## src/rtl/seq_pattern_gen.sv

```systemverilog
// seq_pattern_gen: serial pattern transmitter, MSB-first, with inter-frame gaps
//   clk    in          rising-edge clock
//   reset  in          asynchronous active-low reset
//   load   in          write pat_in into the pattern register (IDLE only)
//   pat_in in  WIDTH   new pattern value
//   start  in          begin transmission (IDLE only, needs rep_n != 0)
//   rep_n  in  REP_W   number of frames, sampled with start
//   abort  in          synchronous abort back to IDLE without done
//   x      out         registered serial data
//   valid  out         x carries a pattern bit
//   busy   out         transmitter not idle
//   done   out         one-cycle pulse after the last frame
//   curs   out 2       current state (debug)
module seq_pattern_gen #(
    parameter int               WIDTH   = 4,
    parameter logic [WIDTH-1:0] DEF_PAT = 4'b1010,
    parameter int               GAP_LEN = 2,
    parameter int               REP_W   = 4
) (
    input  logic             clk,
    input  logic             reset,
    input  logic             load,
    input  logic [WIDTH-1:0] pat_in,
    input  logic             start,
    input  logic [REP_W-1:0] rep_n,
    input  logic             abort,
    output logic             x,
    output logic             valid,
    output logic             busy,
    output logic             done,
    output logic [1:0]       curs
);
    localparam int IW = $clog2(WIDTH);
    localparam int GW = GAP_LEN > 1 ? $clog2(GAP_LEN) : 1;

    typedef enum logic [1:0] {IDLE = 2'd0, SEND = 2'd1, GAP = 2'd2, DONE = 2'd3} state_t;

    state_t           state, state_d;
    logic [WIDTH-1:0] pat, pat_d;
    logic [REP_W-1:0] cnt, cnt_d;
    logic [IW-1:0]    idx, idx_d;
    logic [GW-1:0]    gcnt, gcnt_d;
    logic             x_d, valid_d, done_d;

    // Outputs are computed from the current state and registered, so they
    // trail the state register by one cycle; busy is delayed to match.
    always_comb begin
        state_d = state;
        pat_d   = pat;
        cnt_d   = cnt;
        idx_d   = idx;
        gcnt_d  = gcnt;
        x_d     = 1'b0;
        valid_d = 1'b0;
        done_d  = 1'b0;
        case (state)
            IDLE: begin
                if (!abort) begin
                    if (load) pat_d = pat_in;
                    if (start && rep_n != '0) begin
                        state_d = SEND;
                        cnt_d   = rep_n;
                        idx_d   = IW'(WIDTH - 1);
                    end
                end
            end
            SEND: begin
                x_d     = pat[idx];
                valid_d = 1'b1;
                idx_d   = idx - IW'(1);
                if (idx == '0) begin
                    cnt_d = cnt - REP_W'(1);
                    idx_d = IW'(WIDTH - 1);
                    if (cnt == REP_W'(1)) state_d = DONE;
                    else if (GAP_LEN > 0) begin
                        state_d = GAP;
                        gcnt_d  = GW'(GAP_LEN - 1);
                    end
                end
            end
            GAP: begin
                if (gcnt == '0) state_d = SEND;
                gcnt_d = gcnt - GW'(1);
            end
            DONE: begin
                done_d  = 1'b1;
                state_d = IDLE;
            end
            default: state_d = IDLE;
        endcase
        if (abort) begin
            state_d = IDLE;
            x_d     = 1'b0;
            valid_d = 1'b0;
            done_d  = 1'b0;
        end
    end

    always_ff @(posedge clk or negedge reset) begin
        if (!reset) begin
            state <= IDLE;
            pat   <= DEF_PAT;
            cnt   <= '0;
            idx   <= '0;
            gcnt  <= '0;
            x     <= 1'b0;
            valid <= 1'b0;
            busy  <= 1'b0;
            done  <= 1'b0;
        end else begin
            state <= state_d;
            pat   <= pat_d;
            cnt   <= cnt_d;
            idx   <= idx_d;
            gcnt  <= gcnt_d;
            x     <= x_d;
            valid <= valid_d;
            busy  <= state != IDLE && !abort;
            done  <= done_d;
        end
    end

    assign curs = state;
endmodule
```

## config.mk

```make
export PLATFORM = sky130hd
export DESIGN_NAME = seq_pattern_gen
export DESIGN_NICKNAME = d
export VERILOG_FILES = /design/src/rtl/seq_pattern_gen.sv
export SDC_FILE = /design/constraint.sdc
export NUM_CORES = 1
export LEC_CHECK = 0
export ABC_AREA = 1
export BUFFER_PORTS_ARGS = -buffer_cell sky130_fd_sc_hd__buf_2
export CAP_MARGIN = 20
export CELL_PAD_IN_SITES_DETAIL_PLACEMENT = 1
export CELL_PAD_IN_SITES_GLOBAL_PLACEMENT = 2
export CORE_MARGIN = 4
export CORE_UTILIZATION = 32
export CTS_CLUSTER_DIAMETER = 50
export DETAILED_ROUTE_END_ITERATION = 7
export HOLD_SLACK_MARGIN = 0.08
export PLACE_DENSITY_LB_ADDON = 0.2
export SKIP_CTS_REPAIR_TIMING = 1
export SLEW_MARGIN = 15
export SYNTH_ARGS = -nofsm -noshare
export SYNTH_HDL_FRONTEND = slang
export SYNTH_SLANG_ARGS = --single-unit
export TNS_END_PERCENT = 30
```

## constraint.sdc

```tcl
create_clock -name clk -period 1.9 [get_ports clk]
set_input_delay 0.475 -clock clk [delete_from_list [all_inputs] [get_ports clk]]
set_output_delay 0.475 -clock clk [all_outputs]
set_load 0.03 [all_outputs]
```

==> run metrics <==
Distinct cells, synth 18; Overflow after GRT 0; Final GP Congestion just over 0.8; Post-Syn Instances about 120; GRT Overall Usage around 15%; minimum clock period around 1.5 ns; first-pass GRT wire length between 4000 and 5000 µm; vias in the first global route approximately 900; Seq/Total Area, Yosys 48.1%; worst-path cell chain buf_2; Gate power share roughly 45%; Starting Density roughly a third; antenna viol nets, final 0; Slowest-stage cell, CP dfrtp_1; share of layout cells above drive strength 1 between 20% and 30%; Fin. Hold Viols 0; Skew-Pair Late Insertion Delay 0.29 ns; Clock Power Share ~13%; Max IR drop VDD 0.000880 V; RSZ-0062 raised after global routing false; run status complete, no violations; Clock transition at path regs ~0.10 ns; die span in x 60.7 µm; endpoint class of the critical path output pin; Crit path largest cell delay 0.47 ns; flops & latches, synth 17; DR vias/cell roughly 5.1; max-cap viol count 0; headroom to the max-slew limit between 70% and 80%; DRT Pass-1 Iters 4; Max Transition Viols Final 0; Highest Clock Rate ~0.68 GHz; port bufs 18; startpoint type of the worst setup path register; Post-Syn Area 890 µm²; worst path arrival time 1.00 ns; DRC 0; via count between 800 and 900; HPWL Detailed about 1900 µm; setup TNS 0 ns; Num CTS Buffers 3; # diodes 0; Core ar. about 2600 µm²; PD cells approximately 1500 nW/µm²; sw frac 45.7%; register area between 400 and 500 µm²; Synth-to-Final Area Change 17.4%; largest net degree at the start of global routing 18; Yosys Warn Count 0; CP bufs+invs 1; number of nets in the layout about 150; drt wl/cell ~14 µm; Avg Inst Size Synth around 7.7 µm²; DRT iter0 DRCs 13; CTS Root Cell clkbuf_4; Die H approximately 60 µm; required time of the critical path between 1 and 1.5 ns; syn nets around 130; Synth async-reset ratio 100%; clk sinks 17; number of synthesized flops with an enable pin 0; Critical Path Fanout Max 4; I/O pin count 19; Tcrit/Tclk final between 70% and 80%; Fin Clk Skew 0.000653 ns; P_sw 712 µW; Hold WC Path Type primary input to asynchronous set/reset pin; Pint approximately 850 µW; Placed Cells roughly 160; Worst-Margin Slew roughly 0.40 ns; setup violators final 0; Top FF cell, synth dfrtp_1; row count 18; Seq pwr share approximately 42%; # H-tree levels 1; Fillers ~340; crit path kind register to output pin; initial antenna violation count 0; non-filler cells, final 167; die footprint roughly 3700 µm²; Post-Route WL ~2300 µm; area of the multi-input gates between 400 and 500 µm²; CTS tree yes; clock buffer depth 2; Top delay family on crit path flip-flops; Leak approximately 0.57 nW
registers in the layout (all words and copies together), names as in the netlist:
name	count
valid	1
cnt	4
pat	4
gcnt	1
curs	2
busy	1
done	1
x	1
idx	2
stage by stage:
stage	utilization (%)	total power [mW]	instance area (µm²)	setup slack, ns	hold WS (ns)
2_1_floorplan	-	1.16	890	0.611	0.179
4_1_cts	40.7	1.58	1040	0.415	0.100
3_3_place_gp	39.6	1.35	1020	0.507	0.422
6_report	40.7	1.56	1040	0.421	0.0931
3_5_place_dp	39.6	1.38	1020	0.457	0.427
5_1_grt	40.7	1.71	1040	0.357	0.107
placed cells by master (no fill, tap or decap):
cell / Yosys / routed
dfrtp_1: 15 / 15
nand2_1: 34 / 34
nor2_2: 2 / 2
nand3_1: 15 / 15
nor2_4: 1 / 1
nor2_1: 12 / 12
mux2i_1: 1 / 1
o21ai_0: 10 / 10
a21oi_1: 2 / 2
nor3_1: 1 / 1
clkinv_2: 0 / 1
ha_1: 3 / 3
buf_2: 0 / 18
inv_1: 11 / 11
dfstp_2: 2 / 2
nand4_1: 1 / 1
nand2_2: 1 / 1
clkbuf_4: 0 / 3
inv_2: 2 / 2
a21boi_1: 1 / 1
xnor2_1: 1 / 1
synth_stat cells, types with 2 or more instances:
library cell | instances | area, µm²
a21oi_1 | 2 | 10.0
nand3_1 | 15 | 75.1
inv_1 | 11 | 41.3
dfrtp_1 | 15 | 375
dfstp_2 | 2 | 52.6
inv_2 | 2 | 7.51
nand2_1 | 34 | 128
ha_1 | 3 | 37.5
nor2_1 | 12 | 45.0
nor2_2 | 2 | 12.5
o21ai_0 | 10 | 50.1
final timing paths:
path / start / to / slack, ns / cells past startpoint
hold reg to reg: pat[0] / pat[0] / 0.51 / 2
hold / removal: reset / cnt[1] / 0.09 / 1
setup / recovery: curs[1] / curs[1] / 0.42 / 1
max in group asynchronous: reset / pat[1] / 1.49 / 1
setup reg to reg: idx[0] / cnt[1] / 0.48 / 8
min in group clk: abort / done / 0.40 / 2
cell families after synthesis:
logic type / share of synthesized area (%)
multiplexers: 1.13
flip-flops: 48.1
XOR/XNOR: 0.985
adder cells (fa/ha/maj): 4.22
AO/OA/AOI/OAI: 7.60
buffers and inverters: 5.49
AND/OR/NAND/NOR: 32.5
power by group through the flow:
stage / Combinational [mW] / Sequential (mW) / Clock, mW
finish: 0.702 / 0.660 / 0.197
global route: 0.807 / 0.684 / 0.218
CTS: 0.717 / 0.660 / 0.201
detailed placement: 0.710 / 0.668 / 0
global placement: 0.687 / 0.663 / 0
floorplan: 0.463 / 0.694 / 0
final cells by class:
| cell class | count | share of cell area, % |
|---|---|---|
| multi-input cells | 85 | 39.5 |
| flip-flops and latches | 17 | 41.0 |
| clock buffers | 3 | 2.16 |
| inverters | 13 | 4.67 |
| well taps | 30 | 3.59 |
| clock inverters | 1 | 0.479 |
| repair buffers | 18 | 8.62 |
layer usage:
| metal | part of all wire (%) | track usage, % | up-vias | wire (µm) |
|---|---|---|---|---|
| li1 | - | - | 412 | - |
| met1 | 48 | 20.0 | 420 | 1120 |
| met2 | 45 | 23.5 | 24 | 1050 |
| met3 | 5.0 | 3.83 | 4 | 117 |
| met4 | 1.6 | 4.64 | 0 | 37 |
| met5 | 0 | 0 | - | 0 |
(Power assumes the default switching activity.)
